<file path="config.mk">
export PLATFORM = sky130hd
export DESIGN_NAME = path_request_feeder_flat
export DESIGN_NICKNAME = d
export VERILOG_FILES = /design/src/rtl/path_request_feeder_if.sv /design/src/rtl/path_request_feeder.sv /design/src/flat_wrapper.sv
export SDC_FILE = /design/constraint.sdc
export NUM_CORES = 1
export LEC_CHECK = 0
export ABC_AREA = 1
export CAP_MARGIN = 20
export CORE_MARGIN = 5
export CORE_UTILIZATION = 34
export DETAILED_ROUTE_END_ITERATION = 8
export SYNTH_ARGS = -nofsm -noshare
export SYNTH_HDL_FRONTEND = slang
export SYNTH_SLANG_ARGS = --single-unit
export TNS_END_PERCENT = 50
</file>
<file path="constraint.sdc">
create_clock -name clk -period 6.7 [get_ports clk]
set_input_delay 1.34 -clock clk [delete_from_list [all_inputs] [get_ports clk]]
set_output_delay 1.34 -clock clk [all_outputs]
set_load 0.03 [all_outputs]
</file>
<file path="src/rtl/path_request_feeder_if.sv">
// CPU MMIO read bus plus the request producer handshake of the path request feeder.
// master = CPU/producer side, slave = the feeder itself.
interface path_request_feeder_if #(
    parameter int NODE_W = 5
);
    // CPU load side
    logic              MemRead;
    logic [31:0]       DataAdr;
    logic [31:0]       rd_data;
    logic              rd_hit;
    // Request producer side
    logic              req_valid;
    logic              req_ready;
    logic [NODE_W-1:0] req_start;
    logic [NODE_W-1:0] req_end;

    modport master (
        output MemRead, DataAdr, req_valid, req_start, req_end,
        input  rd_data, rd_hit, req_ready
    );

    modport slave (
        input  MemRead, DataAdr, req_valid, req_start, req_end,
        output rd_data, rd_hit, req_ready
    );
endinterface

</file>
<file path="src/rtl/path_request_feeder.sv">
// Path request feeder: queues (start,end) node requests from the producer and hands
// them to the path-planning CPU through read-only MMIO registers. Loading END pops the
// head entry and marks the CPU busy until it signals path_done.
module path_request_feeder #(
    parameter int          DEPTH     = 4,
    parameter int          NODE_W    = 5,
    parameter logic [31:0] BASE_ADDR = 32'h0200_0000
) (
    input  logic                   clk,
    input  logic                   reset,
    path_request_feeder_if.slave   bus,
    input  logic                   path_done,
    output logic                   cpu_busy
);
    localparam int PTR_W = $clog2(DEPTH);
    localparam int CNT_W = PTR_W + 1;

    localparam logic [31:0] ADDR_START  = BASE_ADDR;
    localparam logic [31:0] ADDR_END    = BASE_ADDR + 32'h4;
    localparam logic [31:0] ADDR_STATUS = BASE_ADDR + 32'h10;

    localparam logic [0:0] ST_IDLE = 1'b0;
    localparam logic [0:0] ST_BUSY = 1'b1;

    logic [NODE_W-1:0] start_mem [DEPTH];
    logic [NODE_W-1:0] end_mem   [DEPTH];

    logic [PTR_W-1:0] wr_ptr_q, wr_ptr_d;
    logic [PTR_W-1:0] rd_ptr_q, rd_ptr_d;
    logic [CNT_W-1:0] count_q, count_d;
    logic             underflow_q, underflow_d;
    logic [0:0]       state_q, state_d;

    logic        empty, full;
    logic        hit_start, hit_end, hit_status;
    logic        end_read, push, pop;
    logic [31:0] count_w;
    logic [2:0]  count_sat;

    assign empty = (count_q == '0);
    assign full  = (count_q == CNT_W'(DEPTH));

    assign hit_start  = (bus.DataAdr == ADDR_START);
    assign hit_end    = (bus.DataAdr == ADDR_END);
    assign hit_status = (bus.DataAdr == ADDR_STATUS);
    assign bus.rd_hit = hit_start | hit_end | hit_status;

    // A load of END pops only when there is something to pop; on empty it flags underflow.
    assign end_read = bus.MemRead && hit_end;
    assign push     = bus.req_valid && !full;
    assign pop      = end_read && !empty;

    assign bus.req_ready = !full;
    assign cpu_busy      = (state_q == ST_BUSY);

    assign count_w   = 32'(count_q);
    assign count_sat = (count_w > 32'd7) ? 3'd7 : count_w[2:0];

    // Next-state for pointers, occupancy, underflow flag and busy FSM.
    always_comb begin
        // NOTE: every signal gets a default first so no path leaves it unassigned (no latch).
        wr_ptr_d    = wr_ptr_q;
        rd_ptr_d    = rd_ptr_q;
        count_d     = count_q;
        underflow_d = underflow_q;
        state_d     = state_q;

        if (push) wr_ptr_d = wr_ptr_q + PTR_W'(1);
        if (pop)  rd_ptr_d = rd_ptr_q + PTR_W'(1);

        case ({push, pop})
            2'b10:   count_d = count_q + CNT_W'(1);
            2'b01:   count_d = count_q - CNT_W'(1);
            default: count_d = count_q;
        endcase

        if (end_read && empty) underflow_d = 1'b1;

        // A pop always starts (or restarts) service; path_done only matters while busy.
        if (pop)                                   state_d = ST_BUSY;
        else if (state_q == ST_BUSY && path_done)  state_d = ST_IDLE;
    end

    // Control state registers with synchronous reset.
    always_ff @(posedge clk) begin
        // NOTE: sequential state uses non-blocking assignments so all registers update together.
        if (reset) begin
            wr_ptr_q    <= '0;
            rd_ptr_q    <= '0;
            count_q     <= '0;
            underflow_q <= 1'b0;
            state_q     <= ST_IDLE;
        end else begin
            wr_ptr_q    <= wr_ptr_d;
            rd_ptr_q    <= rd_ptr_d;
            count_q     <= count_d;
            underflow_q <= underflow_d;
            state_q     <= state_d;
        end
    end

    // Request storage write port.
    always_ff @(posedge clk) begin
        // NOTE: storage is deliberately not reset; stale entries are masked by count_q.
        if (push) begin
            start_mem[wr_ptr_q] <= bus.req_start;
            end_mem[wr_ptr_q]   <= bus.req_end;
        end
    end

    // Zero-latency read mux for the CPU load path.
    always_comb begin
        bus.rd_data = '0;
        if (hit_start && !empty)
            bus.rd_data = 32'(start_mem[rd_ptr_q]);
        else if (hit_end && !empty)
            bus.rd_data = 32'(end_mem[rd_ptr_q]);
        else if (hit_status)
            bus.rd_data = {23'b0, underflow_q, 3'b0, cpu_busy, count_sat, !empty};
    end
endmodule
</file>
<file path="src/flat_wrapper.sv">
// flat-port wrapper written by rule: the top's interface ports become plain ports
module path_request_feeder_flat 
#(
    parameter int          DEPTH     = 4,
    parameter int          NODE_W    = 5,
    parameter logic [31:0] BASE_ADDR = 32'h0200_0000
)
  (clk, reset, path_done, cpu_busy, bus_MemRead, bus_DataAdr, bus_req_valid, bus_req_start, bus_req_end, bus_rd_data, bus_rd_hit, bus_req_ready);
  path_request_feeder_if #(.NODE_W(NODE_W)) bus_i ();
  input  logic clk;
  input  logic reset;
  input  logic path_done;
  output logic cpu_busy;
  input wire logic [$bits(bus_i.MemRead)-1:0] bus_MemRead;
  input wire logic [$bits(bus_i.DataAdr)-1:0] bus_DataAdr;
  input wire logic [$bits(bus_i.req_valid)-1:0] bus_req_valid;
  input wire logic [$bits(bus_i.req_start)-1:0] bus_req_start;
  input wire logic [$bits(bus_i.req_end)-1:0] bus_req_end;
  output wire logic [$bits(bus_i.rd_data)-1:0] bus_rd_data;
  output wire logic [$bits(bus_i.rd_hit)-1:0] bus_rd_hit;
  output wire logic [$bits(bus_i.req_ready)-1:0] bus_req_ready;
  assign bus_i.MemRead = bus_MemRead;
  assign bus_i.DataAdr = bus_DataAdr;
  assign bus_i.req_valid = bus_req_valid;
  assign bus_i.req_start = bus_req_start;
  assign bus_i.req_end = bus_req_end;
  assign bus_rd_data = bus_i.rd_data;
  assign bus_rd_hit = bus_i.rd_hit;
  assign bus_req_ready = bus_i.req_ready;
  path_request_feeder #(.DEPTH(DEPTH), .NODE_W(NODE_W), .BASE_ADDR(BASE_ADDR)) u_core (.clk(clk), .reset(reset), .bus(bus_i), .path_done(path_done), .cpu_busy(cpu_busy));
endmodule
</file>
# [After elaboration in Yosys (flattened, before gate mapping)]
# Memories as Yosys holds them, arrays and structs flattened. A register that Yosys moved wholly into a read port is not among the register bits.
# Cells that the tools add are included.
[word_totals] ramBits=40 mem_bits_ro=0 inputBits=47 reg_bits=9 word_cells=45 n_memories=2 latchBits=0
[op_classes] reduce_logical=12 bitwise=2 n_shift=0 mux=13 order_cmp=1 div_mod_pow=0 eq_ne=6 addsub=4 mul=0
[memory_table] memory="u_core.end_mem" depth=4 width=5 read_ports=1 rd_clocked_by_memory_dff=1 write_ports=1 line_no="path_request_feeder.sv:26" rtl="logic [NODE_W-1:0] end_mem [DEPTH];"
[memory_table] memory="u_core.start_mem" depth=4 width=5 read_ports=1 rd_clocked_by_memory_dff=1 write_ports=1 line_no="path_request_feeder.sv:25" rtl="logic [NODE_W-1:0] start_mem [DEPTH];"
[ops] op="$eq A32 B26 Y1 const B" n=3
[ops] op="$mux W32" n=2
[ops] op="$mux W9" n=1
[ops] op="$mux W2" n=4
[ops] op="$logic_and A1 B1 Y1" n=7
[ops] op="$pmux W3 S2" n=1
[ops] op="$add A2 B1 Y2 const B" n=2
[ops] op="$mux W1" n=4
[ops] op="$reduce_bool A2 Y1" n=2
[ops] op="$add A3 B1 Y3 const B" n=1
[ops] op="$eq A3 B3 Y1 const B" n=1
[ops] op="$gt A3 B3 Y1 const B" n=1
[ops] op="$logic_not A3 Y1" n=1
[ops] op="$mux W3" n=1
[ops] op="$sub A3 B1 Y3 const B" n=1
[ops] op="$eq A2 B1 Y1 const B" n=1
[ops] op="$eq A2 B2 Y1 const B" n=1
[ops] op="$logic_not A1 Y1" n=2
[ops] op="$or A1 B1 Y1" n=2

# [Longest topological paths before layout]
# Gate-level depths: netlist of run 1.
[logic_depth] word_depth=5 mapped_depth=15

# [Worst setup path after synthesis of run 1]
# No wires, ideal clock.
[synth_path] kind="input to output" startpoint="input bus_DataAdr[23]" endpoint="output bus_rd_data[8]" stages=7 required_time_ns=5.360 path_buffers=0 path_slack_ns=2.928 t_arrival_ns=2.432 path_cell_list="nor2_1 > nand2_1 > nor2_2 > nand2_4 > nor3_4 > inv_2 > nor2_1"
[synth_via] elab_chain_cells=4 elab_cells_between_ends=8
[synth_lines] element="from (decl)" line_no="flat_wrapper.sv:15" rtl="input wire logic [$bits(bus_i.DataAdr)-1:0] bus_DataAdr;"
[synth_lines] element="$eq A32 B26 Y1 (on tied branches)" line_no="path_request_feeder.sv:45, path_request_feeder.sv:44"
[synth_lines] element="$mux W9 / $logic_and A1 B1 Y1 (equally long branches)" line_no="path_request_feeder.sv:118, path_request_feeder.sv:116"
[synth_lines] element="$mux W32" line_no="path_request_feeder.sv:116" rtl="else if (hit_end && !empty)"
[synth_lines] element="$mux W32 (*)" line_no="path_request_feeder.sv:114" rtl="if (hit_start && !empty)"
[synth_lines] element="to (decl)" line_no="flat_wrapper.sv:19" rtl="output wire logic [$bits(bus_i.rd_data)-1:0] bus_rd_data;"
# Every way passes the cells marked *; elsewhere a longest branch is shown, timed or not.

# [Worst setup path after layout of run 1]
[layout_path] startpoint="input bus_DataAdr[13]" endpoint="output bus_rd_data[4]"
# The elaborated chain is that of the path after synthesis.

==> results by group, run 1 <==
Run status
  • Status: finished clean

Global route
  • Initial antenna violation count: 0
  • First-pass GRT wire length: about 8.3 mm
  • Grt ovf: 0
  • Tot GR Track Use: 0.118
  • Pin count of the biggest net entering global routing: 22
  • Vias in the first global route: 1692

Place
  • Placed Instance Area: roughly 3000 um^2
  • Post-detailed-placement half-perimeter wirelength: between 4 and 5 mm
  • Port bufs: 55
  • GP Congestion: between 0.7 and 0.8

Power and ir drop
  • Static Leak: approximately 1.2 nW
  • Tot Pwr: 0.612 mW
  • Largest vdd supply drop: ~0.00011 V
  • Cell Pwr Density: approximately 190 nW/um^2

Detailed routing
  • Drt pass-1 iters: 4
  • Number of vias per cell: between 4 and 5
  • WL/cell: 13.0 um
  • Iteration-0 DRC Markers: just under 90
  • Routed WL: ~5.4 mm
  • DRC: 0
  • Via Count: roughly 1800
  • Antenna Nets Post-Route: 0

STA
  • Worst clock skew: 0.00703 ns
  • Fmax: ~210 MHz
  • Fin crit period: approximately 4.7 ns
  • Slew @ Worst Pin: around 1.0 ns
  • Final Hold Fails: 0
  • Setup TNS: 0 ns
  • RSZ-0062 raised after global routing: no
  • Relative slew slack: 0.313
  • Fin crit share: 0.707
  • Slew Viols, Final: 0
  • Setup-failing EPs final: 0
  • Worst hold slack: between 0.4 and 0.5 ns

Clock network
  • Clock Tree Root: clkbuf_8
  • CTS tree: done
  • CTS Buf Count: 5
  • Setup bufs post-CTS: 0
  • Clock Tree Buf Depth: 2
  • H-tree depth: 2
  • CTS resizes: 0
  • Clock sink total: between 50 and 60
  • Clk slew on worst S/H paths: approximately 0.090 ns
  • Hold-fix buffers, CTS: 0
  • Clk Latency, worst-skew pair: around 0.30 ns

Logic synthesis
  • Post-Synth Simple-Gate Area: 0.187
  • Count leader, synth: nor2_1
  • Synth Area in XOR/XNOR: 0
  • Top FF cell, synth: edfxtp_1
  • Top cells by area, synth: edfxtp_1 47%, dfxtp_1 8.7%, buf_4 7.7%
  • Post-synthesis cell area: approximately 2500 um^2
  • Synth top area share: 0.474
  • Cells after Synth: roughly 260
  • YS warnings: 0
  • Largest family of logic cells by synthesized area: simple AND/OR/NAND/NOR gates
  • Synth Area in Compound Gates: 0.0958
  • Mux cell area share after synthesis: 0
  • Mean area per synthesized cell: approximately 9.8 um^2
  • Seq cells post-synth: 51
  • Cell taking the most area after synthesis: edfxtp_1
  • EDFF count, synth: 40
  • Top post-synthesis cells by count: 45 x nor2_1, 40 x edfxtp_1, 26 x buf_4
  • Post-synthesis sequential area ratio: 0.561
  • Synth async-reset ratio: 0
  • Post-Synth Adder-Cell Area: 0.0326
  • Yosys cell types: 27

Worst setup path
  • Critical Path Start: bus_DataAdr[13]
  • Worst-path fanout max: 6
  • Crit path capture type: output pin
  • Critical Path Source Type: input port
  • Crit path cell chain: clkdlybuf4s50_1, nor2_1, nand2_1, nor2_2, inv_1, nor3_4, nand2_1, nand3_1, clkdlybuf4s50_1
  • CP max stage delay: 0.67 ns
  • Reg2Reg Launch Point: u_core.count_q[0]
  • Req. time, crit path: between 5 and 6 ns
  • R2R setup slack: approximately 4.6 ns
  • CP Class: in -> out
  • Worst Path Arrival: approximately 3.4 ns
  • Slowest CP cell: clkdlybuf4s50_1
  • Critical R2R Capture: u_core.count_q[2]
  • Worst r2r path cells: 11

Floorplanning
  • Die outline area: a little over 9000 um^2
  • Initial Util: 0.349
  • Die span in x: 96.3 um
  • Core Footprint: 7250 um^2
  • Die outline height: 96.3 um
  • Io pins: about 80
  • Site row count: 31

Hold path
  • Worst hold start: u_core.underflow_q
  • Hold-critical path endpoint: u_core.underflow_q
  • Hold path cells: 2
  • Hold Path Class: reg -> reg

Cells and area
  • Design area: around 3200 um^2
  • Antenna diodes: 0
  • Share of layout cells above drive strength 1: 0.0730
  • Nets: ~370
  • Synth-to-layout area growth: 25.5%
  • Number of fill cells: 716

Job
  • Maxcap violations: 0
-- power by group --
part	total [mW]	switching [mW]	internal [mW]	leakage [nW]
registers	0.360	0.00471	0.355	0.457
logic	0.0807	0.0481	0.0326	0.713
clock network	0.172	0.0989	0.0732	0.0412
total	0.612	0.152	0.461	1.21
-- how the worst max path moves through the flow --
stage | endpoint | slack, ns
2_1_floorplan | bus_rd_data[8] | 2.93
3_3_place_gp | bus_rd_data[4] | 1.96
3_5_place_dp | bus_rd_data[4] | 1.93
4_1_cts | bus_rd_data[4] | 1.92
5_1_grt | bus_rd_data[4] | 1.79
6_report | bus_rd_data[4] | 1.96
-- kinds of logic after synthesis --
group	after synthesis
adders and majority gates	6
DFF	51
AOI/OAI and AO/OA	46
other	1
and+or+nand+nor	97
buffers and inverters	57
-- cell usage in the layout, fill, tap and decap left out, drive strengths merged, types with 2 or more instances in the layout --
| cell | netlist | layout |
|---|---|---|
| clkdlybuf4s50 | 0 | 55 |
| nor2 | 50 | 50 |
| edfxtp | 40 | 40 |
| conb | 1 | 26 |
| o21ai | 26 | 26 |
| inv | 25 | 25 |
| nand2 | 22 | 22 |
| nand3 | 19 | 19 |
| dfxtp | 11 | 11 |
| o22ai | 10 | 10 |
| a21oi | 10 | 10 |
| clkbuf | 6 | 6 |
| ha | 5 | 5 |
| nor3 | 2 | 2 |
-- flip-flops by register name, summed over array words and instances, names as in the netlist, named ones only --
name and cells:
u_core.start_mem 20, u_core.wr_ptr_q 2, u_core.cpu_busy 1, u_core.rd_ptr_q 2, u_core.end_mem 20, u_core.underflow_q 1, u_core.count_q 3
-- critical path, delay by kind of cell --
kind	cells	cell delay [ns]
AND/OR/NAND/NOR	6	0.86
buffers and inverters	3	1.18
-- layer usage --
| metal | track usage | up-vias | wire [um] |
|---|---|---|---|
| met5 | 0 | - | 0 |
| met4 | 0.0245 | 0 | 35 |
| met3 | 0.0336 | 4 | 517 |
| met2 | 0.200 | 67 | 2500 |
| met1 | 0.149 | 831 | 2320 |
| li1 | - | 931 | - |
-- metrics by stage --
stage	std cells	worst slack [ns]	util
global route	414	1.79	0.439
floorplan	283	2.93	-
finish	414	1.96	0.439
detailed placement	405	1.93	0.425
global placement	405	1.96	0.425
CTS	413	1.92	0.437
-- final cells by class --
| class | instances | area, um^2 | area share |
|---|---|---|---|
| Multi-Input combinational cell | 175 | 896 | 0.282 |
| Tap cell | 99 | 124 | 0.0389 |
| Inverter | 25 | 93.8 | 0.0295 |
| Clock buffer | 6 | 72.6 | 0.0228 |
| Clock inverter | 2 | 12.5 | 0.00393 |
| Timing Repair Buffer | 56 | 562 | 0.177 |
| Sequential cell | 51 | 1420 | 0.447 |
(Power assumes the default switching activity.)
==> inputs of run 2 (changes only) <==
==> constraint.sdc (replaced) <==
create_clock -name clk -period 4.3 [get_ports clk]
set_input_delay 0.86 -clock clk [delete_from_list [all_inputs] [get_ports clk]]
set_output_delay 0.86 -clock clk [all_outputs]
set_load 0.03 [all_outputs]
==> run 2 against run 1 <==
  * Clock skew up 0.0035 ns
  * Total power up 69%
  * Clock power up 100%
  * Hold slack worse by 0.0021 ns
  * Critical endpoint unchanged
  * Highest routed layer unchanged
==> results by group, run 2 (synthesis gave the netlist of run 1 again) <==
Run status
  • Status: finished clean

Hold path
  • Hold Path Class: reg -> reg

Detailed routing
  • WL/cell: approximately 13 um
  • Drt pass-1 iters: 4
  • Via Count: around 1900
  • DRC: 0
  • Routed WL: approximately 5.4 mm
  • Number of vias per cell: approximately 4.5
  • Antenna Nets Post-Route: 0
  • Iteration-0 DRC Markers: ~120

Worst setup path
  • Req. time, crit path: approximately 3.4 ns
  • Critical Path Source Type: input port
  • Worst Path Arrival: a little under 3 ns
  • Crit path capture type: output pin
  • Worst-path fanout max: 6
  • CP Class: in -> out

STA
  • Setup-failing EPs final: 0
  • Fmax: 266 MHz
  • Slew @ Worst Pin: a little over 1 ns
  • RSZ-0062 raised after global routing: no
  • Slew Viols, Final: 0
  • Fin crit period: between 3 and 4 ns
  • Fin crit share: 0.875
  • Setup TNS: 0 ns
  • Relative slew slack: 0.307
  • Final Hold Fails: 0
  • Worst hold slack: roughly 0.47 ns
  • Worst clock skew: 0.0105 ns

Power and ir drop
  • Switching power: 0.241 mW
  • Power share of the sequential group: 0.541
  • Cell Pwr Density: between 300 and 400 nW/um^2
  • Internal cell power: slightly below 0.8 mW
  • Sw Share: 0.233
  • Static Leak: about 1.2 nW
  • Clock share of power: 0.338
  • Largest vdd supply drop: approximately 0.00015 V
  • Logic pwr share: 0.122

Cells and area
  • Nets: between 300 and 400
  • Final Util: 0.443
  • Sequential Area: approximately 1400 um^2
  • Most frequent cells in the layout: 55 x clkdlybuf4s50_1, 45 x nor2_1, 40 x edfxtp_1
  • Commonest non-fill, non-tap cell in the layout: clkdlybuf4s50_1
  • Synth-to-layout area growth: 26.8%
  • Area of the multi-input gates: 896 um^2
  • Share of layout cells above drive strength 1: 0.0762
  • Regs by FF count: u_core.end_mem (20), u_core.start_mem (20), u_core.count_q (3)
  • Antenna diodes: 0
  • Number of fill cells: 709

Global route
  • Pin count of the biggest net entering global routing: 22
  • Grt ovf: 0
  • Met1 Track Usage GR: 0.152
  • Initial antenna violation count: 0
  • First-pass GRT wire length: between 8 and 9 mm
  • Global Route met3 Usage: 0.0313
  • Most Crowded Layer GR: met2
  • Vias in the first global route: 1763
  • Met2 track utilization from global routing: 0.205
  • Tot GR Track Use: 0.120

Clock network
  • Setup bufs post-CTS: 0
  • Hold-fix buffers, CTS: 0
  • Clk Latency, worst-skew pair: roughly 0.30 ns
  • H-tree depth: 2
  • CTS tree: done
  • Clock Tree Root: clkbuf_8
  • CTS resizes: 0
  • Clock sink total: 51
  • Clk slew on worst S/H paths: about 0.09 ns
  • Clock Tree Buf Depth: 2
  • CTS Buf Count: 5

Floorplanning
  • Die span in x: 96.3 um
  • Die outline height: slightly below 100 um
  • Site row count: 31
  • Die outline area: just over 9000 um^2
  • Core Footprint: roughly 7300 um^2
  • Io pins: between 80 and 90
  • Initial Util: 0.349

Place
  • Post-detailed-placement half-perimeter wirelength: between 4 and 5 mm
  • GP Congestion: 0.704
  • Port bufs: between 50 and 60

Job
  • Maxcap violations: 0
-- run 2: cell type report --
class | instances | share of cell area
clock buffer | 6 | 0.0257
clock inverter | 2 | 0.0121
inverter | 25 | 0.0292
multi-input combinational | 175 | 0.279
sequential | 51 | 0.442
tap | 99 | 0.0385
timing repair buffer | 56 | 0.174
-- run 2: worst max-delay path: stages --
cell and delay (ns):
clkdlybuf4s50_1 0.42, nor2_1 0.10, nand2_1 0.07, nor2_2 0.17, inv_1 0.09, nor3_4 0.30
nand2_1 0.10, nand3_1 0.11, clkdlybuf4s50_1 0.67
-- run 2: per-stage QoR --
stage	setup WS [ns]	instances	power, mW	instance area, um^2
after floorplan	1.49	283	0.656	2630
after global placement	0.524	405	0.697	3090
after detailed placement	0.501	405	0.699	3090
after CTS	0.499	413	1.05	3210
after global routing	0.372	414	1.08	3210
final	0.537	414	1.04	3210
-- run 2: worst paths after layout --
check                                         from                  to  slack (ns)  cells after the start
worst max register to register   u_core.count_q[1]   u_core.count_q[2]        2.24                     11
worst max-delay path               bus_DataAdr[13]      bus_rd_data[4]        0.54                      9
worst min-delay path            u_core.underflow_q  u_core.underflow_q        0.47                      2
worst min register to register  u_core.underflow_q  u_core.underflow_q        0.47                      2
-- run 2: layer usage --
metal  vias to the layer above  share of wire
li1                        934              -
met1                       850           0.42
met2                        67           0.48
met3                         5          0.094
met4                         0         0.0077
met5                         -              0
-- run 2: power groups by stage --
| stage | Sequential, mW | Combinational, mW | Clock (mW) |
|---|---|---|---|
| 5_1_grt | 0.563 | 0.140 | 0.380 |
| 2_1_floorplan | 0.570 | 0.0863 | 0 |
| 4_1_cts | 0.561 | 0.127 | 0.360 |
| 6_report | 0.560 | 0.126 | 0.350 |
| 3_5_place_dp | 0.572 | 0.126 | 0 |
| 3_3_place_gp | 0.572 | 0.125 | 0 |
==> inputs of run 3 (changes only) <==
--- a/config.mk
+++ b/config.mk
@@ -7,9 +7,10 @@
 export LEC_CHECK = 0
 export ABC_AREA = 1
 export CAP_MARGIN = 20
-export CORE_MARGIN = 5
+export CORE_MARGIN = 2
 export CORE_UTILIZATION = 34
 export DETAILED_ROUTE_END_ITERATION = 8
+export SETUP_SLACK_MARGIN = 0.4
 export SYNTH_ARGS = -nofsm -noshare
 export SYNTH_HDL_FRONTEND = slang
 export SYNTH_SLANG_ARGS = --single-unit
==> run 3 against run 2 <==
  * Via count is 0.48% higher
  * Die area is 12% lower
  * Core utilization is 0.10 points lower
  * Hold slack worse by 0.0027 ns
  * Maximum frequency shrank 0.16%
  * Clock skew about the same
  * Critical path type unchanged
  * Largest cell class unchanged
==> results by group, run 3 (synthesis gave the netlist of run 1 again) <==
STA
  • Relative slew slack: 0.328
  • Worst clock skew: about 0.010 ns
  • Fin crit share: 0.877
  • Slew Viols, Final: 0
  • Final worst slack: 0.531 ns
  • Setup-failing EPs final: 0
  • Setup TNS: 0 ns
  • Final Hold Fails: 0
  • Slew @ Worst Pin: 1.00 ns
  • RSZ-0062 raised after global routing: yes
  • Fmax: roughly 270 MHz
  • Fin crit period: 3.77 ns

Power and ir drop
  • Largest vdd supply drop: a little over 0.0002 V
  • Static Leak: 1.24 nW
  • Cell Pwr Density: between 300 and 400 nW/um^2

Detailed routing
  • WL/cell: approximately 13 um
  • Routed WL: 5.26 mm
  • Drt pass-1 iters: 4
  • Met2 wire len: 2.51 mm
  • Routed met1 length: roughly 2.3 mm
  • Antenna Nets Post-Route: 0
  • Iteration-0 DRC Markers: 48
  • DRC: 0
  • Number of vias per cell: 4.50
  • Via Count: roughly 1900
  • DR top layer: met4
  • Metal3 WL: around 340 um

Job
  • Maxcap violations: 0

Clock network
  • H-tree depth: 2
  • CTS tree: done
  • Clk Latency, worst-skew pair: about 0.31 ns
  • Clock sink total: 51
  • Clock Tree Buf Depth: 2
  • Clock Tree Root: clkbuf_8
  • Clk slew on worst S/H paths: roughly 0.09 ns
  • Hold-fix buffers, CTS: 0
  • CTS Buf Count: 5

Place
  • Port bufs: 55
  • GP Congestion: between 0.7 and 0.8
  • Pre-CTS setup slack: 0.520 ns
  • Post-detailed-placement half-perimeter wirelength: 3.81 mm

Global route
  • First-pass GRT wire length: ~8.6 mm
  • Initial antenna violation count: 0
  • Vias in the first global route: approximately 1700
  • Tot GR Track Use: 0.133
  • Grt ovf: 0
  • Pin count of the biggest net entering global routing: 22

Worst setup path
  • Critical Path Source Type: input port
  • CP max stage delay: just under 0.7 ns
  • Req. time, crit path: 3.44 ns
  • Worst Path Arrival: 2.91 ns
  • Slowest CP cell: clkdlybuf4s50_1
  • CP Class: in -> out
  • Crit path cell chain: clkdlybuf4s50_1, nor2_1, nand2_1, nor2_2, inv_1, nor3_4, nand2_1, nand3_1, clkdlybuf4s50_1
  • Worst-path fanout max: 6
  • Crit path capture type: output pin

Cells and area
  • Synth-to-layout area growth: 26.5%
  • Most frequent cells in the layout: 54 x clkdlybuf4s50_1, 45 x nor2_1, 40 x edfxtp_1
  • Number of fill cells: about 700
  • Share of layout cells above drive strength 1: 0.0730
  • Commonest non-fill, non-tap cell in the layout: clkdlybuf4s50_1
  • Regs by FF count: u_core.end_mem (20), u_core.start_mem (20), u_core.count_q (3)
  • Antenna diodes: 0
  • Nets: roughly 370

Floorplanning
  • Io pins: 82
  • Site row count: 31
  • Die outline height: about 90 um
  • Die outline area: a little over 8000 um^2
  • Initial Util: 0.349
  • Core Footprint: about 7300 um^2
  • Die span in x: 90.3 um

Hold path
  • Hold Path Class: reg -> reg

Run status
  • Status: finished clean
-- run 3: cell types whose count changed in the layout (fill, tap and decap cells not counted) --
cell,change
dlymetal6s2s_1,+1
buf_4,-1
inv_6,-1
clkbuf_8,-1
clkinv_1,+1
clkinvlp_2,+1
clkdlybuf4s50_1,-1
buf_6,+1
-- run 3: layout make-up --
type	count	area, um^2	share of cell area
Clock buffer	5	68.8	0.0215
Multi-Input combinational cell	175	896	0.279
Timing Repair Buffer	56	564	0.176
Inverter	25	93.8	0.0293
Clock inverter	3	38.8	0.0121
Sequential cell	51	1420	0.443
Tap cell	99	124	0.0386
-- run 3: through the flow --
stage	total power [mW]	hold slack, ns	cells	utilization	area, um^2
global placement	0.697	0.454	405	0.425	3090
global route	1.05	0.510	414	0.442	3210
detailed placement	0.700	0.461	405	0.425	3090
floorplan	0.656	0.430	283	-	2630
finish	1.02	0.469	414	0.442	3210
CTS	1.02	0.475	413	0.440	3190
-- run 3: what timing repair did --
item	in CTS	in global routing
endpoints found under the setup margin	0	3
resized for setup	0	1
endpoints found under the hold margin	0	0
setup buffers	0	0
-- run 3: path summary, 6_finish.rpt --
kind / from / endpoint / slack, ns / cells past startpoint
worst max-delay path: bus_DataAdr[15] / bus_rd_data[1] / 0.53 / 9
worst min-delay path: u_core.underflow_q / u_core.underflow_q / 0.47 / 2
worst max register to register: u_core.count_q[0] / u_core.start_mem[2][2] / 2.25 / 4
worst min register to register: u_core.underflow_q / u_core.underflow_q / 0.47 / 2
-- run 3: report_power, final --
group | switching, mW | internal [mW] | leakage (nW)
registers | 0.00761 | 0.553 | 0.457
logic | 0.0763 | 0.0523 | 0.732
clock network | 0.156 | 0.170 | 0.0517
total | 0.240 | 0.775 | 1.24
-- run 3: layer usage --
layer  vias up  GRT usage
met5         -          0
met4         0     0.0410
met3         9     0.0384
met2        74      0.230
met1       855      0.159
li1        927          -
-- run 3: worst max-delay path: cells and delay by family --
kind | cells | cell delay (ns)
buffers and inverters | 3 | 1.18
AND/OR/NAND/NOR | 6 | 0.87
